[src/rtl/vx_axi_wr_sched_pkg.sv]
// Shared AXI constants, AW request record and AxSIZE helper for the write scheduler.
package vx_axi_wr_sched_pkg;

  localparam logic [1:0] AXI_BURST_INCR  = 2'b01;
  localparam logic [1:0] AXI_RESP_OKAY   = 2'b00;
  localparam logic [1:0] AXI_RESP_SLVERR = 2'b10;

  // Widest address / id the AW record can carry; narrower ports are zero-extended.
  localparam int AW_ADDR_MAX = 64;
  localparam int AW_ID_MAX   = 32;

  typedef struct packed {
    logic [AW_ADDR_MAX-1:0] addr;
    logic [AW_ID_MAX-1:0]   id;
    logic [7:0]             len;
  } aw_req_t;

  function automatic logic [2:0] axi_size_enc(input int data_width);
    return 3'($clog2(data_width / 8));
  endfunction

endpackage

[src/rtl/vx_axi_wr_order_fifo.sv]
// Small sync FIFO holding the master index of each granted AW, in grant order.
module vx_axi_wr_order_fifo #(
  parameter int DEPTH = 4,
  parameter int WIDTH = 1
) (
  input  logic             clk,
  input  logic             rst_n,
  input  logic             i_push,
  input  logic [WIDTH-1:0] i_din,
  input  logic             i_pop,
  output logic [WIDTH-1:0] o_dout,
  output logic             o_full,
  output logic             o_empty
);

  localparam int PTR_W = $clog2(DEPTH);

  logic [PTR_W:0]                r_wr_ptr;
  logic [PTR_W:0]                r_rd_ptr;
  logic [DEPTH-1:0][WIDTH-1:0]   r_mem;

  assign o_empty = (r_wr_ptr == r_rd_ptr);
  assign o_full  = (r_wr_ptr[PTR_W] != r_rd_ptr[PTR_W]) &&
                   (r_wr_ptr[PTR_W-1:0] == r_rd_ptr[PTR_W-1:0]);
  assign o_dout  = r_mem[r_rd_ptr[PTR_W-1:0]];

  always_ff @(posedge clk or negedge rst_n) begin
    if (!rst_n) begin
      r_wr_ptr <= '0;
      r_rd_ptr <= '0;
      r_mem    <= '0;
    end else begin
      if (i_push && !o_full) begin
        r_mem[r_wr_ptr[PTR_W-1:0]] <= i_din;
        r_wr_ptr <= r_wr_ptr + 1'b1;
      end
      if (i_pop && !o_empty) r_rd_ptr <= r_rd_ptr + 1'b1;
    end
  end

endmodule

[src/rtl/vx_axi_wr_sched.sv]
// Shares one AXI write slave among NUM_INPUTS masters: round-robin AW, W in grant order, B by AWID select.
// Optional stall counters enabled by defining VX_AXI_WR_SCHED_PERF_EN.
module vx_axi_wr_sched
  import vx_axi_wr_sched_pkg::*;
#(
  parameter int NUM_INPUTS  = 2,
  parameter int ADDR_WIDTH  = 32,
  parameter int DATA_WIDTH  = 512,
  parameter int TID_WIDTH   = 8,
  parameter int MAX_PENDING = 4,
  parameter int ORDER_DEPTH = 4,
  localparam int SEL_BITS   = $clog2(NUM_INPUTS)
) (
  input  logic                                     clk,
  input  logic                                     reset,
  input  logic [NUM_INPUTS-1:0]                    s_awvalid,
  output logic [NUM_INPUTS-1:0]                    s_awready,
  input  logic [NUM_INPUTS-1:0][ADDR_WIDTH-1:0]    s_awaddr,
  input  logic [NUM_INPUTS-1:0][TID_WIDTH-1:0]     s_awid,
  input  logic [NUM_INPUTS-1:0][7:0]               s_awlen,
  input  logic [NUM_INPUTS-1:0]                    s_wvalid,
  output logic [NUM_INPUTS-1:0]                    s_wready,
  input  logic [NUM_INPUTS-1:0][DATA_WIDTH-1:0]    s_wdata,
  input  logic [NUM_INPUTS-1:0][DATA_WIDTH/8-1:0]  s_wstrb,
  input  logic [NUM_INPUTS-1:0]                    s_wlast,
  output logic [NUM_INPUTS-1:0]                    s_bvalid,
  input  logic [NUM_INPUTS-1:0]                    s_bready,
  output logic [TID_WIDTH-1:0]                     s_bid,
  output logic [1:0]                               s_bresp,
  output logic                                     m_awvalid,
  input  logic                                     m_awready,
  output logic [ADDR_WIDTH-1:0]                    m_awaddr,
  output logic [TID_WIDTH+SEL_BITS-1:0]            m_awid,
  output logic [7:0]                               m_awlen,
  output logic [2:0]                               m_awsize,
  output logic [1:0]                               m_awburst,
  output logic                                     m_wvalid,
  input  logic                                     m_wready,
  output logic [DATA_WIDTH-1:0]                    m_wdata,
  output logic [DATA_WIDTH/8-1:0]                  m_wstrb,
  output logic                                     m_wlast,
  input  logic                                     m_bvalid,
  output logic                                     m_bready,
  input  logic [TID_WIDTH+SEL_BITS-1:0]            m_bid,
  input  logic [1:0]                               m_bresp,
  output logic                                     idle,
  output logic                                     err
`ifdef VX_AXI_WR_SCHED_PERF_EN
  ,
  output logic [NUM_INPUTS-1:0][31:0]              perf_aw_stall,
  output logic [31:0]                              perf_w_stall
`endif
);

  localparam int CNT_W = $clog2(MAX_PENDING + 1);
  localparam logic [CNT_W-1:0] PEND_MAX = CNT_W'(MAX_PENDING);

  logic [NUM_INPUTS-1:0]             w_elig;
  logic                              w_found;
  logic                              w_grant;
  logic [SEL_BITS-1:0]               w_winner;
  logic [SEL_BITS-1:0]               r_rr;
  logic [SEL_BITS-1:0]               r_sel;
  logic                              r_awvalid;
  aw_req_t                           r_aw;
  logic                              w_unused_aw;
  logic                              w_fifo_full;
  logic                              w_fifo_empty;
  logic                              w_pop;
  logic [SEL_BITS-1:0]               w_head;
  logic [NUM_INPUTS-1:0][CNT_W-1:0]  r_pend;
  logic [NUM_INPUTS-1:0]             w_inc;
  logic [NUM_INPUTS-1:0]             w_dec;
  logic                              w_pend_zero;
  logic [SEL_BITS-1:0]               w_bsel;
  logic                              w_bsel_ok;
  logic                              w_b_bad;
  logic                              w_b_hs;
  logic                              r_err;

  // AW arbitration: first eligible master at or after the round-robin pointer
  always_comb begin
    for (int i = 0; i < NUM_INPUTS; i++)
      w_elig[i] = s_awvalid[i] && (r_pend[i] < PEND_MAX) && !w_fifo_full;
  end

  always_comb begin
    int idx;
    idx      = 0;
    w_found  = 1'b0;
    w_winner = '0;
    for (int k = 0; k < NUM_INPUTS; k++) begin
      idx = int'(r_rr) + k;
      if (idx >= NUM_INPUTS) idx = idx - NUM_INPUTS;
      if (!w_found && w_elig[idx]) begin
        w_found  = 1'b1;
        w_winner = SEL_BITS'(idx);
      end
    end
  end

  assign w_grant = reset && w_found && (!r_awvalid || m_awready);

  always_comb begin
    s_awready = '0;
    if (w_grant) s_awready[w_winner] = 1'b1;
  end

  always_ff @(posedge clk or negedge reset) begin
    if (!reset) begin
      r_awvalid <= 1'b0;
      r_aw      <= '0;
      r_sel     <= '0;
      r_rr      <= '0;
    end else if (w_grant) begin
      r_awvalid <= 1'b1;
      r_sel     <= w_winner;
      r_aw.addr <= AW_ADDR_MAX'(s_awaddr[w_winner]);
      r_aw.id   <= AW_ID_MAX'(s_awid[w_winner]);
      r_aw.len  <= s_awlen[w_winner];
      r_rr      <= (w_winner == SEL_BITS'(NUM_INPUTS - 1)) ? '0 : w_winner + 1'b1;
    end else if (m_awready) begin
      r_awvalid <= 1'b0;
    end
  end

  assign m_awvalid   = r_awvalid;
  assign m_awaddr    = r_aw.addr[ADDR_WIDTH-1:0];
  assign m_awid      = {r_sel, r_aw.id[TID_WIDTH-1:0]};
  assign m_awlen     = r_aw.len;
  assign m_awsize    = axi_size_enc(DATA_WIDTH);
  assign m_awburst   = AXI_BURST_INCR;
  assign w_unused_aw = ^r_aw;

  vx_axi_wr_order_fifo #(
    .DEPTH (ORDER_DEPTH),
    .WIDTH (SEL_BITS)
  ) u_order_fifo (
    .clk     (clk),
    .rst_n   (reset),
    .i_push  (w_grant),
    .i_din   (w_winner),
    .i_pop   (w_pop),
    .o_dout  (w_head),
    .o_full  (w_fifo_full),
    .o_empty (w_fifo_empty)
  );

  // W steering: only the master at the FIFO head may move data
  assign m_wvalid = !w_fifo_empty && s_wvalid[w_head];
  assign m_wdata  = s_wdata[w_head];
  assign m_wstrb  = s_wstrb[w_head];
  assign m_wlast  = s_wlast[w_head];
  assign w_pop    = m_wvalid && m_wready && s_wlast[w_head];

  always_comb begin
    s_wready = '0;
    if (!w_fifo_empty) s_wready[w_head] = m_wready;
  end

  assign w_bsel  = m_bid[TID_WIDTH +: SEL_BITS];
  assign s_bid   = m_bid[TID_WIDTH-1:0];
  assign s_bresp = m_bresp;

  generate
    if ((1 << SEL_BITS) == NUM_INPUTS) begin : g_bsel_all
      assign w_bsel_ok = 1'b1;
    end else begin : g_bsel_chk
      assign w_bsel_ok = (w_bsel < SEL_BITS'(NUM_INPUTS));
    end
  endgenerate

  // Out-of-range selects are sunk so a stray response cannot hang the slave
  always_comb begin
    s_bvalid = '0;
    m_bready = 1'b0;
    w_b_bad  = 1'b0;
    if (reset) begin
      if (w_bsel_ok) begin
        s_bvalid[w_bsel] = m_bvalid;
        m_bready         = s_bready[w_bsel];
        w_b_bad          = (r_pend[w_bsel] == '0);
      end else begin
        m_bready = 1'b1;
        w_b_bad  = 1'b1;
      end
    end
  end

  assign w_b_hs = m_bvalid && m_bready;

  always_comb begin
    for (int i = 0; i < NUM_INPUTS; i++) begin
      w_inc[i] = w_grant && (w_winner == SEL_BITS'(i));
      w_dec[i] = w_b_hs && w_bsel_ok && (w_bsel == SEL_BITS'(i)) && (r_pend[i] != '0);
    end
  end

  always_ff @(posedge clk or negedge reset) begin
    if (!reset) begin
      r_pend <= '0;
      r_err  <= 1'b0;
    end else begin
      for (int i = 0; i < NUM_INPUTS; i++) begin
        if (w_inc[i] && !w_dec[i])      r_pend[i] <= r_pend[i] + 1'b1;
        else if (w_dec[i] && !w_inc[i]) r_pend[i] <= r_pend[i] - 1'b1;
      end
      if (w_b_hs && w_b_bad) r_err <= 1'b1;
    end
  end

  always_comb begin
    w_pend_zero = 1'b1;
    for (int i = 0; i < NUM_INPUTS; i++)
      if (r_pend[i] != '0) w_pend_zero = 1'b0;
  end

  assign idle = w_fifo_empty && !r_awvalid && w_pend_zero;
  assign err  = r_err;

`ifdef VX_AXI_WR_SCHED_PERF_EN
  always_ff @(posedge clk or negedge reset) begin
    if (!reset) begin
      perf_aw_stall <= '0;
      perf_w_stall  <= '0;
    end else begin
      for (int i = 0; i < NUM_INPUTS; i++)
        if (s_awvalid[i] && !s_awready[i]) perf_aw_stall[i] <= perf_aw_stall[i] + 32'd1;
      if (m_wvalid && !m_wready) perf_w_stall <= perf_w_stall + 32'd1;
    end
  end
`endif

endmodule

[config.mk]
export PLATFORM = sky130hd
export DESIGN_NAME = vx_axi_wr_sched
export DESIGN_NICKNAME = d
export VERILOG_FILES = /design/src/rtl/vx_axi_wr_sched_pkg.sv /design/src/rtl/vx_axi_wr_order_fifo.sv /design/src/rtl/vx_axi_wr_sched.sv
export SDC_FILE = /design/constraint.sdc
export NUM_CORES = 1
export LEC_CHECK = 0
export CAP_MARGIN = 20
export CORE_AREA = 3 3 751 753
export CTS_BUF_LIST = sky130_fd_sc_hd__clkbuf_8
export CTS_CLUSTER_SIZE = 12
export DETAILED_ROUTE_END_ITERATION = 7
export DIE_AREA = 0 0 754 756
export GPL_TIMING_DRIVEN = 0
export HOLD_SLACK_MARGIN = 0.02
export PLACE_DENSITY = 0.3
export SYNTH_ARGS = -nofsm -noshare
export SYNTH_HDL_FRONTEND = slang
export SYNTH_SLANG_ARGS = --single-unit
[constraint.sdc]
create_clock -name clk -period 6.8 [get_ports clk]
set_clock_uncertainty 0.1 [all_clocks]
set_input_delay 0.68 -clock clk [delete_from_list [all_inputs] [get_ports clk]]
set_output_delay 0.68 -clock clk [all_outputs]
set_load 0.01 [all_outputs]
==> run_results.csv <==
group,metric,value,unit
run_status,status,"finished clean",
setup_path,crit_path_max_incr_delay,0.94,ns
setup_path,crit_path_end_kind,"output port",
floorplanning,rows,274,
routing,via_count,19400,
placed_design,place_ws,1.391,ns
logic_synthesis,yosys-top-cells-area,"mux2_2 (40%), mux2_1 (32%), dfrtp_1 (16%)",
sta,slew_violations,0,
sta,hold_slack,0.1852,ns
placed_design,placed_cell_area,39510,µm²
sta,fin_ws,1.182,ns
sta,max_freq,178.0,MHz
pwr,total_leakage_power,12.00,nW
clock_tree,cts.hold.buffers_added,0,
placed_design,port_buffers,1908,
routing,avgRoutedWirePerCell,38.17,µm
logic_synthesis,yosys_warnings,0,
setup_path,worstSetupStartpointType,"register",
routing,drt_first_pass_iters,5,
floorplanning,die_y,756,µm
routing,post-route-drc-count,0,
final_layout,mostFrequentLayoutCells,"clkdlybuf4s50_1 (1,907), mux2_2 (385), mux2_1 (300)",
global_routing,grt_max_degree,44,
final_layout,nets,4142,
global_routing,track_usage,13.44,%
final_layout,design_area,40110,µm²
sta,slew_headroom,25.71,%
logic_synthesis,ys_ff_latch,68,
final_layout,final_common_cell,"clkdlybuf4s50_1",
global_routing,grt_pass1_vias,18910,
floorplanning,io-pin-count,1924,
logic_synthesis,ys_seq_area_share,15.88,%
setup_path,cp_slowest_cell,"clkdlybuf4s50_1",
clock_tree,ctsResizeCount,0,
final_layout,final_layout_size_suffix_gt1_share,17.83,%
global_routing,overflow,0,
sta,tightest_slew,1.114,ns
logic_synthesis,syn_area_per_cell,11.58,µm²
final_layout,multi_input_area,8303,µm²
sta,timing.final.crit_share,82.62,%
final_layout,seqCellArea,1702,µm²
routing,drtIter0Drc,1337,
setup_path,cp_data_required_time,6.02,ns
clock_tree,cts_buffer_depth,2,
global_routing,grt_pass1_wl,444.5,mm
pwr,total_power,15.23,mW
run,drv_cap,0,
pwr,powerDensity,379.8,nW/µm²
clock_tree,cts_max_level,3,
clock_tree,cts_made_buffers,9,
sta,setup_violations,0,
clock_tree,clk_latency,0.42,ns
floorplanning,die_area,570000,µm²
routing,wirelength,399.5,mm
clock_tree,root_buffer,"clkbuf_8",
floorplanning,die_w,754,µm
placed_design,dpl.hpwl,385.6,mm
logic_synthesis,synth_cell_types,38,
routing,vias_per_cell,1.853,
sta,hold_viol,0,
setup_path,crit_path_cell_trace,"mux2_2 > mux2i_4 > buf_2 > buf_2 > mux2_2 > clkdlybuf4s50_1",
placed_design,dp_cells,10300,
final_layout,stdcell_count,10470,
floorplanning,start_util,1.923,%
sta,rsz0062_at_grt,"false",
floorplanning,core,557100,µm²
routing,antenna_left,0,
setup_path,cp.arrival,4.84,ns
clock_tree,cts_tree,"built",
final_layout,fillCellCount,65050,
sta,fin_crit,5.618,ns
logic_synthesis,synth_top_area_share,40.46,%
setup_path,path_class,"register to output port",
pwr,ir_worst_vdd,0.0001898,V
global_routing,antenna_found_initial,498,
logic_synthesis,postSynthCellCount,925,
setup_path,worstPathMaxFanout,11,
logic_synthesis,syn_area,10710,µm²
placed_design,gp_congestion,1.039,
worst_hold_path,hold_path_class,"input port to asynchronous set/reset pin",
logic_synthesis,yosys.area.top_type,"mux2_2",
final_layout,area_growth,274.3,%
clock_tree,clock-sinks,68,
clock_tree,clkTransAtPathRegs,0.13,ns
clock_tree,cts_setup_buffers,0,
per-layer routing:
metal | vias to the layer above | share of wire [%] | global-route usage [%] | wire [µm]
met5 | - | 0.33 | 0 | 1311
met4 | 200 | 3.8 | 3.603 | 15050
met3 | 648 | 16 | 8.706 | 62600
met2 | 1983 | 41 | 19.78 | 162600
met1 | 9045 | 40 | 15.98 | 158000
li1 | 7523 | - | - | -
stage by stage:
| stage | utilization, % | setup TNS, ns |
|---|---|---|
| final | 7.199 | 0 |
| after global routing | 7.147 | 0 |
| after CTS | 7.128 | 0 |
| after detailed placement | 7.091 | 0 |
| after global placement | 7.027 | -32.04 |
| after floorplan | - | 0 |
flip-flops by register name, summed over array words and instances (netlist names):
signal / cells
m_awaddr: 32
m_awid: 8
m_awlen: 8
r_pend: 6
u_order_fifo.r_mem: 4
u_order_fifo.r_rd_ptr: 3
u_order_fifo.r_wr_ptr: 3
err: 1
m_awvalid: 1
r_rr: 1
r_sel: 1
cell type report:
type | count | area share [%]
inverter | 5 | 0.04680
multi-input combinational | 762 | 20.70
clock inverter | 7 | 0.2028
timing repair buffer | 1922 | 48.56
buffer | 93 | 1.756
clock buffer | 9 | 0.3089
antenna | 150 | 0.9359
sequential | 68 | 4.243
tap | 7452 | 23.25
synth_stat cells:
| cell | number |
|---|---|
| dfrtp_1 | 68 |
| nand3b_1 | 1 |
| nand2b_1 | 1 |
| and2_1 | 2 |
| and3b_1 | 1 |
| o21ai_0 | 1 |
| nor3_1 | 7 |
| o21bai_1 | 1 |
| o21ai_1 | 1 |
| conb_1 | 2 |
| nand4b_1 | 1 |
| nand3_1 | 1 |
| nor3b_1 | 1 |
| buf_2 | 35 |
| buf_4 | 29 |
| mux2_1 | 300 |
| nor2b_1 | 5 |
| o22ai_1 | 1 |
| xor2_1 | 7 |
| mux2i_1 | 3 |
| ha_1 | 7 |
| xnor2_1 | 6 |
| o211ai_1 | 1 |
| buf_6 | 27 |
| a21boi_0 | 1 |
| nor2_1 | 4 |
| fa_1 | 2 |
| nor3_4 | 1 |
| and3_1 | 3 |
| or3_1 | 1 |
| clkbuf_1 | 2 |
| o2111ai_1 | 1 |
| mux2i_4 | 1 |
| or3b_2 | 1 |
| mux2_2 | 385 |
| nand2_1 | 8 |
| a22o_1 | 1 |
| inv_1 | 5 |
power by group:
| part | total, mW | switching (mW) | internal, mW | leakage (nW) |
|---|---|---|---|---|
| Sequential | 0.749 | 0.139 | 0.610 | 0.804 |
| Clock | 0.424 | 0.248 | 0.176 | 0.102 |
| Combinational | 14.1 | 8.16 | 5.90 | 11.1 |
| Total | 15.2 | 8.55 | 6.68 | 12.0 |
worst paths after layout:
check / start / endpoint / slack (ns) / cells after the start
max reg2reg: r_pend[5]$_DFFE_PN0P_ / r_pend[5]$_DFFE_PN0P_ / 3.43 / 11
min reg2reg: err$_DFFE_PN0P_ / err$_DFFE_PN0P_ / 0.39 / 1
max in group asynchronous: reset / r_pend[3]$_DFFE_PN0P_ / 5.73 / 2
max: u_order_fifo.r_rd_ptr[1]$_DFFE_PN0P_ / m_wdata[58] / 1.18 / 6
min: reset / m_awid[5]$_DFFE_PN0N_ / 0.19 / 1
min in group clk: err$_DFFE_PN0P_ / err$_DFFE_PN0P_ / 0.39 / 1
cell families (layout without fill, tap and decap cells):
| group | after synthesis | count (layout) | share of synthesized area, % |
|---|---|---|---|
| AO/OA/AOI/OAI | 8 | 8 | 0.5256 |
| adder cells (fa/ha/maj) | 9 | 9 | 1.191 |
| buffers and inverters | 98 | 2036 | 6.750 |
| XOR/XNOR | 13 | 13 | 1.063 |
| AND/OR/NAND/NOR | 38 | 38 | 2.032 |
| multiplexers | 689 | 689 | 72.49 |
| flip-flops | 68 | 68 | 15.88 |
| other | 2 | 155 | 0.07010 |
worst max-delay path: cells and delay by family (launching register included):
kind,cells,cell delay (ns)
flip-flops,1,0.58
buffers and inverters,3,2.69
multiplexers,3,1.06
(Power assumes the default switching activity.)
